$ cat config.mk
export PLATFORM = sky130hd
export DESIGN_NAME = sd_spi_card
export DESIGN_NICKNAME = d
export VERILOG_FILES = /design/src/rtl/sd_spi_card.sv
export SDC_FILE = /design/constraint.sdc
export NUM_CORES = 1
export LEC_CHECK = 0
export ABC_CLOCK_PERIOD_IN_PS = 5500
export BUFFER_PORTS_ARGS = -buffer_cell sky130_fd_sc_hd__buf_2
export CAP_MARGIN = 30
export CELL_PAD_IN_SITES_DETAIL_PLACEMENT = 0
export CELL_PAD_IN_SITES_GLOBAL_PLACEMENT = 1
export CORE_UTILIZATION = 52
export CTS_CLUSTER_SIZE = 28
export DETAILED_ROUTE_END_ITERATION = 12
export PLACE_DENSITY_LB_ADDON = 0.1
export SYNTH_ARGS = -nofsm -noshare
export SYNTH_HDL_FRONTEND = slang
export SYNTH_SLANG_ARGS = --single-unit
$ cat constraint.sdc
create_clock -name CLK -period 5.5 [get_ports CLK]
set_input_delay 0.825 -clock CLK [delete_from_list [all_inputs] [get_ports CLK]]
set_output_delay 0.825 -clock CLK [all_outputs]
set_load 0.01 [all_outputs]
$ cat src/rtl/sd_spi_card.sv
// SD-card responder on the SPI link: oversamples SCLK/MOSI/CS, parses 6-byte
// command frames, answers R1/R3/R7 and streams CMD17 blocks from a byte source.
module sd_spi_card #(
    parameter int BLOCK_LEN  = 512,
    parameter int RESP_DELAY = 0,
    parameter int DATA_DELAY = 1,
    parameter int INIT_POLLS = 2,
    parameter int CHECK_CRC  = 1
) (
    input  logic        CLK,
    input  logic        RST_N,
    input  logic        SCLK,
    input  logic        MOSI,
    input  logic        CS,
    output logic        MISO,
    output logic        CMD_STB,
    output logic [5:0]  CMD_IDX,
    output logic [31:0] CMD_ARG,
    output logic        IN_IDLE,
    output logic        BLK_REQ,
    output logic [31:0] BLK_ADDR,
    input  logic        BD_STB,
    input  logic [7:0]  BD_DATA,
    output logic        BD_ACK,
    output logic        UNDERRUN
);
    localparam int CW = $clog2(BLOCK_LEN + 1);

    typedef enum logic [2:0] {LISTEN, CMD, RESP, DDLY, DTOK, DDAT, DCRC} state_t;

    state_t        state_q, state_d;
    logic          sclk_m_q, sclk_s_q, sclk_p_q, mosi_m_q, mosi_s_q, cs_m_q, cs_s_q;
    logic [6:0]    rx_q, rx_d;
    logic [2:0]    bitcnt_q, bitcnt_d, fcnt_q, fcnt_d, rleft_q, rleft_d, rdly_q, rdly_d;
    logic [7:0]    tx_q, tx_d, hold_q, hold_d, poll_q, poll_d;
    logic [39:0]   frm_q, frm_d, rsp_q, rsp_d;
    logic          rdata_q, rdata_d, hfull_q, hfull_d, idle_q, idle_d, app_q, app_d;
    logic [3:0]    dcnt_q, dcnt_d;
    logic [CW-1:0] scnt_q, scnt_d, acc_q, acc_d;
    logic          blk_req_q, blk_req_d, cmd_stb_q, cmd_stb_d, und_q, und_d;
    logic [31:0]   blk_addr_q, blk_addr_d, cmd_arg_q, cmd_arg_d;
    logic [5:0]    cmd_idx_q, cmd_idx_d;

    logic        rise, fall, byte_ev, bd_ack, emit, e_data, nidle;
    logic [7:0]  rx_byte, illegal, pn;
    logic [39:0] e_buf;
    logic [2:0]  e_left, e_dly;
    logic [5:0]  idx;

    function automatic logic [6:0] crc7(input logic [39:0] d);
        logic [6:0] c;
        logic       fb;
        c = '0;
        for (int i = 39; i >= 0; i--) begin
            fb = c[6] ^ d[i];
            c  = {c[5:0], 1'b0};
            if (fb) c = c ^ 7'h09;
        end
        return c;
    endfunction

    always_ff @(posedge CLK or negedge RST_N) begin
        if (!RST_N) begin
            sclk_m_q <= 1'b0; sclk_s_q <= 1'b0; sclk_p_q <= 1'b0;
            mosi_m_q <= 1'b1; mosi_s_q <= 1'b1;
            cs_m_q   <= 1'b1; cs_s_q   <= 1'b1;
        end else begin
            sclk_m_q <= SCLK;     sclk_s_q <= sclk_m_q; sclk_p_q <= sclk_s_q;
            mosi_m_q <= MOSI;     mosi_s_q <= mosi_m_q;
            cs_m_q   <= CS;       cs_s_q   <= cs_m_q;
        end
    end

    assign rise    = ~cs_s_q & sclk_s_q & ~sclk_p_q;
    assign fall    = ~cs_s_q & ~sclk_s_q & sclk_p_q;
    assign byte_ev = rise & (bitcnt_q == 3'd7);
    assign rx_byte = {rx_q, mosi_s_q};
    assign idx     = frm_q[37:32];
    assign illegal = {5'b0, 1'b1, 1'b0, idle_q};
    assign pn      = poll_q + 8'd1;
    assign nidle   = idle_q & (pn != 8'(INIT_POLLS));
    assign bd_ack  = ~hfull_q & blk_req_q & BD_STB & (acc_q < CW'(BLOCK_LEN));

    always_comb begin
        state_d = state_q;   rx_d = rx_q;       bitcnt_d = bitcnt_q; tx_d = tx_q;
        frm_d = frm_q;       fcnt_d = fcnt_q;   rsp_d = rsp_q;       rleft_d = rleft_q;
        rdly_d = rdly_q;     rdata_d = rdata_q; dcnt_d = dcnt_q;     scnt_d = scnt_q;
        acc_d = acc_q;       hold_d = hold_q;   hfull_d = hfull_q;   idle_d = idle_q;
        app_d = app_q;       poll_d = poll_q;   blk_req_d = blk_req_q;
        blk_addr_d = blk_addr_q; cmd_idx_d = cmd_idx_q; cmd_arg_d = cmd_arg_q;
        cmd_stb_d = 1'b0;    und_d = 1'b0;
        emit = 1'b0; e_buf = rsp_q; e_left = rleft_q; e_dly = rdly_q; e_data = rdata_q;

        if (bd_ack) begin
            hold_d = BD_DATA; hfull_d = 1'b1; acc_d = acc_q + 1'b1;
        end
        if (rise) begin
            rx_d = rx_byte[6:0]; bitcnt_d = bitcnt_q + 3'd1;
        end
        if (fall && bitcnt_q != 3'd0) tx_d = {tx_q[6:0], 1'b1};

        if (byte_ev) begin
            tx_d = 8'hFF;
            case (state_q)
                LISTEN: if (rx_byte[7:6] == 2'b01) begin
                    frm_d = {32'h0, rx_byte}; fcnt_d = 3'd1; state_d = CMD;
                end
                CMD: if (fcnt_q != 3'd5) begin
                    frm_d = {frm_q[31:0], rx_byte}; fcnt_d = fcnt_q + 3'd1;
                end else begin
                    emit = 1'b1; e_dly = 3'(RESP_DELAY); e_data = 1'b0; e_left = 3'd1;
                    e_buf = {illegal, 32'h0};
                    app_d = 1'b0;
                    if (!rx_byte[0]) begin
                        e_buf = {illegal, 32'h0};
                    end else if (CHECK_CRC != 0 && (idx == 6'd0 || idx == 6'd8)
                                 && crc7(frm_q) != rx_byte[7:1]) begin
                        e_buf = {4'b0, 1'b1, 2'b0, idle_q, 32'h0};
                    end else begin
                        cmd_stb_d = 1'b1; cmd_idx_d = idx; cmd_arg_d = frm_q[31:0];
                        case (idx)
                            6'd0: begin
                                idle_d = 1'b1; poll_d = 8'd0; e_buf = {8'h01, 32'h0};
                            end
                            6'd8: begin
                                e_buf  = {7'b0, idle_q, 16'h0, 4'h0, frm_q[11:0]};
                                e_left = 3'd5;
                            end
                            6'd55: begin
                                e_buf = {7'b0, idle_q, 32'h0}; app_d = 1'b1;
                            end
                            6'd41: if (app_q) begin
                                poll_d = pn; idle_d = nidle; e_buf = {7'b0, nidle, 32'h0};
                            end
                            6'd58: begin
                                e_buf  = {7'b0, idle_q, (idle_q ? 8'h00 : 8'hC0), 24'hFF8000};
                                e_left = 3'd5;
                            end
                            6'd17: if (idle_q) begin
                                e_buf = {8'h05, 32'h0};
                            end else begin
                                e_buf = {8'h00, 32'h0}; e_data = 1'b1;
                                blk_addr_d = frm_q[31:0]; blk_req_d = 1'b1; acc_d = '0;
                            end
                            default: e_buf = {illegal, 32'h0};
                        endcase
                    end
                end
                RESP: emit = 1'b1;
                DDLY: begin
                    if (dcnt_q == 4'd1) state_d = DTOK;
                    else dcnt_d = dcnt_q - 4'd1;
                end
                DTOK: if (hfull_q) begin
                    tx_d = 8'hFE; scnt_d = '0; state_d = DDAT;
                end
                DDAT: begin
                    if (hfull_q) begin
                        tx_d = hold_q; hfull_d = 1'b0;
                    end else begin
                        tx_d = 8'h00; und_d = 1'b1;
                    end
                    scnt_d = scnt_q + 1'b1;
                    if (scnt_q == CW'(BLOCK_LEN - 1)) begin
                        scnt_d = '0; state_d = DCRC;
                    end
                end
                DCRC: begin
                    scnt_d = scnt_q + 1'b1;
                    if (scnt_q != '0) begin
                        state_d = LISTEN; blk_req_d = 1'b0; hfull_d = 1'b0;
                    end
                end
                default: state_d = LISTEN;
            endcase
        end

        // A response is either delayed by 0xFF fill or emits its next byte;
        // the last byte hands over to the data phase for a successful CMD17.
        if (emit) begin
            rdata_d = e_data;
            if (e_dly != 3'd0) begin
                tx_d = 8'hFF; rdly_d = e_dly - 3'd1; rsp_d = e_buf; rleft_d = e_left;
                state_d = RESP;
            end else begin
                tx_d = e_buf[39:32]; rsp_d = {e_buf[31:0], 8'hFF};
                rleft_d = e_left - 3'd1; rdly_d = 3'd0;
                if (e_left == 3'd1) begin
                    state_d = e_data ? DDLY : LISTEN; dcnt_d = 4'(DATA_DELAY);
                end else begin
                    state_d = RESP;
                end
            end
        end

        if (cs_s_q) begin
            bitcnt_d = 3'd0; tx_d = 8'hFF; state_d = LISTEN; blk_req_d = 1'b0; hfull_d = 1'b0;
        end
    end

    always_ff @(posedge CLK or negedge RST_N) begin
        if (!RST_N) begin
            state_q <= LISTEN; rx_q <= '0;    bitcnt_q <= '0;   tx_q <= 8'hFF;
            frm_q <= '0;       fcnt_q <= '0;  rsp_q <= '0;      rleft_q <= '0;
            rdly_q <= '0;      rdata_q <= 1'b0; dcnt_q <= '0;   scnt_q <= '0;
            acc_q <= '0;       hold_q <= '0;  hfull_q <= 1'b0;  idle_q <= 1'b1;
            app_q <= 1'b0;     poll_q <= '0;  blk_req_q <= 1'b0; blk_addr_q <= '0;
            cmd_idx_q <= '0;   cmd_arg_q <= '0; cmd_stb_q <= 1'b0; und_q <= 1'b0;
        end else begin
            state_q <= state_d; rx_q <= rx_d;     bitcnt_q <= bitcnt_d; tx_q <= tx_d;
            frm_q <= frm_d;     fcnt_q <= fcnt_d; rsp_q <= rsp_d;       rleft_q <= rleft_d;
            rdly_q <= rdly_d;   rdata_q <= rdata_d; dcnt_q <= dcnt_d;   scnt_q <= scnt_d;
            acc_q <= acc_d;     hold_q <= hold_d; hfull_q <= hfull_d;   idle_q <= idle_d;
            app_q <= app_d;     poll_q <= poll_d; blk_req_q <= blk_req_d; blk_addr_q <= blk_addr_d;
            cmd_idx_q <= cmd_idx_d; cmd_arg_q <= cmd_arg_d; cmd_stb_q <= cmd_stb_d; und_q <= und_d;
        end
    end

    assign MISO     = tx_q[7];
    assign CMD_STB  = cmd_stb_q;
    assign CMD_IDX  = cmd_idx_q;
    assign CMD_ARG  = cmd_arg_q;
    assign IN_IDLE  = idle_q;
    assign BLK_REQ  = blk_req_q;
    assign BLK_ADDR = blk_addr_q;
    assign BD_ACK   = bd_ack;
    assign UNDERRUN = und_q;
endmodule

==> qor.csv <==
stage,metric,value,unit
cells_and_area,Post-Route Utilization,60.7,%
sta,fmax,241,MHz
power_and_ir_drop,leakage,6.30,nW
die,Core Area,21200,um^2
worst_setup_path,max incr delay on CP,0.56,ns
clocking,CTS Sinks,234,
clocking,Hold Buf Count CTS,0,
cells_and_area,Final nets,1143,
sta,Fin Setup TNS,0,ns
sta,Rel. slew slack,39.1,%
die,row count,53,
clocking,Setup Buffers After CTS,0,
routing,Detail Route Antenna Nets,0,
global_routing,antenna violations before repair,0,
synth,"Seq/Total Area, Yosys",51.6,%
cells_and_area,"commonest non-fill, non-tap cell in the layout",dfrtp_1,
die,DIE WIDTH,150,um
worst_setup_path,critical-path cell list,xnor3_2 > xnor3_1 > xnor2_2 > xnor3_1 > or3_1 > a21o_1 > a211oi_4 > buf_4 > o21a_4 > mux2_1,
synth,post-synthesis compound-gate area fraction,12.6,%
synth,mux contribution to synthesized area,10.3,%
cells_and_area,Layout Cells excl Fill,1407,
clocking,Root Buffer,clkbuf_16,
global_routing,largest net degree at the start of global routing,153,
worst_setup_path,CP top delay family,XOR/XNOR gates,
clocking,Clock transition at path regs,0.06,ns
sta,part of the cycle the worst path needs,75.5,%
sta,Worst Slack Setup Final,1.35,ns
clocking,CTS tree,done,
place,placed cell count,1361,
place,port buffer count,89,
worst_setup_path,startpoint types,flip-flop,
clocking,Clock Path Buffers,3,
worst_setup_path,Crit. End Element,flip-flop,
place,hpwl dp,16400,um
routing,DR vias,7981,
global_routing,GRT Residual Overflow,0,
worst_setup_path,Buf/Inv on CP,1,
clocking,CTS Buf Count,25,
sta,setup violators final,0,
routing,DRC,0,
synth,simple-gate share of the synthesized area,12.5,%
synth,syn nets,1077,
worst_setup_path,cell mode on critical path,xnor3_1,
worst_setup_path,WP data arrival,4.56,ns
synth,Post-Synthesis Mean Instance Area,10.9,um^2
global_routing,GRT Total Usage,23.3,%
synth,Synth Warn #,0,
cells_and_area,fill count,1828,
worst_setup_path,Setup Crit Path Kind,flip-flop to flip-flop,
sta,final hold slack,0.270,ns
synth,Synth Flop Type,dfrtp_1,
status,status,finished clean,
clocking,"Clk Latency, worst-skew pair",0.53,ns
cells_and_area,Layout area overhead,13.2,%
routing,WL per Instance,17.8,um
sta,Final Hold Fails,0,
sta,unrepaired setup endpoints after global routing,false,
synth,synthesized area,11400,um^2
run,max-cap check violation count,0,
worst_setup_path,"Req. time, crit path",5.91,ns
die,DIE AREA,22500,um^2
clocking,# resized after CTS,0,
place,pre-CTS WS,1.33,ns
synth,post-synthesis adder-cell area fraction,1.76,%
global_routing,vias in the first global route,7815,
synth,"EDFF count, synth",0,
die,starting density of the core,53.7,%
global_routing,first-pass GRT wire length,41700,um
clocking,Clock H-tree levels,1,
sta,worst slew pin tran,0.913,ns
routing,TritonRoute pass-1 iters,5,
power_and_ir_drop,Max VDD drop,0.238,mV
cells_and_area,Final Instance Area,12900,um^2
place,global placement routability congestion,0.778,
power_and_ir_drop,P per Cell Area,285,nW/um^2
routing,post-DR vias/cell,5.67,
cells_and_area,layout cells sized above 1,20.3,%
routing,initial DRC count,429,
worst_setup_path,"Max stage delay cell, worst path",o21a_4,
sta,Pins Over Slew Limit,0,
place,Post-Place Cell Area,12100,um^2
synth,Seq cells post-synth,234,
synth,Post-Syn Instances,1047,
routing,drt total wl,25000,um
synth,largest family of logic cells by synthesized area,compound AO/OA/AOI/OAI gates,
synth,post-synthesis xor/xnor area fraction,8.26,%
cells_and_area,"commonest non-fill, non-tap cells in the layout","dfrtp_1 (221), nand2_1 (133), o21ai_0 (89)",
die,num ports,90,
power_and_ir_drop,overall power,3.67,mW
synth,"FFs w/ async S/R, synth",100,%
sta,post-route minimum period,4.15,ns
hold_path,Tightest Hold Check Type,input pin to asynchronous set/reset pin,
sta,Layout Skew,0.0174,ns
cells_and_area,# diodes,0,
die,die height,150,um
worst_setup_path,CP max FO,41,
synth,synth unique cells,69,
==> layer usage <==
layer,track usage (%),part of all wire [%],wire [um]
met1,34.9,50,12500
met2,35.7,44,11100
met3,3.29,4.3,1070
met4,5.91,1.5,371
met5,0,0,0
==> worst reg2reg max path, delay by kind of cell (launching register included) <==
| family | cells | cell delay, ns |
|---|---|---|
| flops | 1 | 0.51 |
| xor+xnor | 4 | 1.50 |
| compound gates | 3 | 1.02 |
| buf+inv | 1 | 0.24 |
| mux | 1 | 0.41 |
| simple gates | 1 | 0.35 |
==> cell usage after synthesis, drive strengths merged (13+ instances only) <==
cell / n / share of area, %
buf: 13 / 0.78
dfrtp: 221 / 49
inv: 17 / 0.56
xnor3: 16 / 3.2
nand2: 133 / 4.4
nor2: 75 / 2.5
ha: 16 / 1.8
nand3: 23 / 1.0
mux2: 95 / 9.4
dfstp: 13 / 3.0
clkbuf: 50 / 1.6
o21ai: 91 / 4.0
a21oi: 46 / 2.0
xor2: 22 / 1.7
and3: 13 / 0.71
xnor2: 37 / 3.0
==> power by group <==
part	total, mW	switching (mW)	internal, mW
combinational	0.180	0.103	0.0772
clock	1.71	0.682	1.02
sequential	1.79	0.0384	1.75
total	3.67	0.823	2.85
==> flip-flops by register name, indices dropped and copies added, names as in the netlist, 3 cells and up <==
register,count
dcnt_q,4
rsp_q,40
poll_q,8
rleft_q,3
BLK_ADDR,32
scnt_q,10
acc_q,10
hold_q,8
CMD_ARG,32
fcnt_q,3
CMD_IDX,6
rdly_q,3
state_q,3
frm_q,40
bitcnt_q,3
rx_q,7
tx_q,8
==> kinds of logic (layout without fill, tap and decap cells) <==
| group | after synthesis | count (layout) |
|---|---|---|
| buffers and inverters | 80 | 165 |
| muxes | 105 | 105 |
| xor gates and xnor gates | 77 | 77 |
| adders and majority gates | 16 | 16 |
| DFF | 234 | 234 |
| and+or+nand+nor | 310 | 310 |
| AOI/OAI and AO/OA | 225 | 225 |
==> cell type report <==
cell class	instances	area, um^2	share of cell area (%)
sequential	234	5870	45.6
inverter	17	63.8	0.495
clock buffer	38	744	5.78
clock inverter	8	93.8	0.728
timing repair buffer	102	569	4.42
tap	275	344	2.67
multi-input combinational	733	5200	40.4
==> path summary, 6_finish.rpt <==
path,from,end,slack [ns],cells after the start
setup / recovery,frm_q[34]$_DFFE_PN0P_,CMD_ARG[5]$_DFFE_PN0P_,1.35,10
hold / removal,RST_N,CMD_ARG[22]$_DFFE_PN0P_,0.27,1
setup reg to reg,frm_q[34]$_DFFE_PN0P_,CMD_ARG[5]$_DFFE_PN0P_,1.35,10
hold reg to reg,cs_m_q$_DFF_PN1_,cs_s_q$_DFF_PN1_,0.36,0
max in group asynchronous,RST_N,hold_q[4]$_DFFE_PN0P_,3.99,2
min in group CLK,cs_m_q$_DFF_PN1_,cs_s_q$_DFF_PN1_,0.36,0
(Power assumes the default switching activity.)
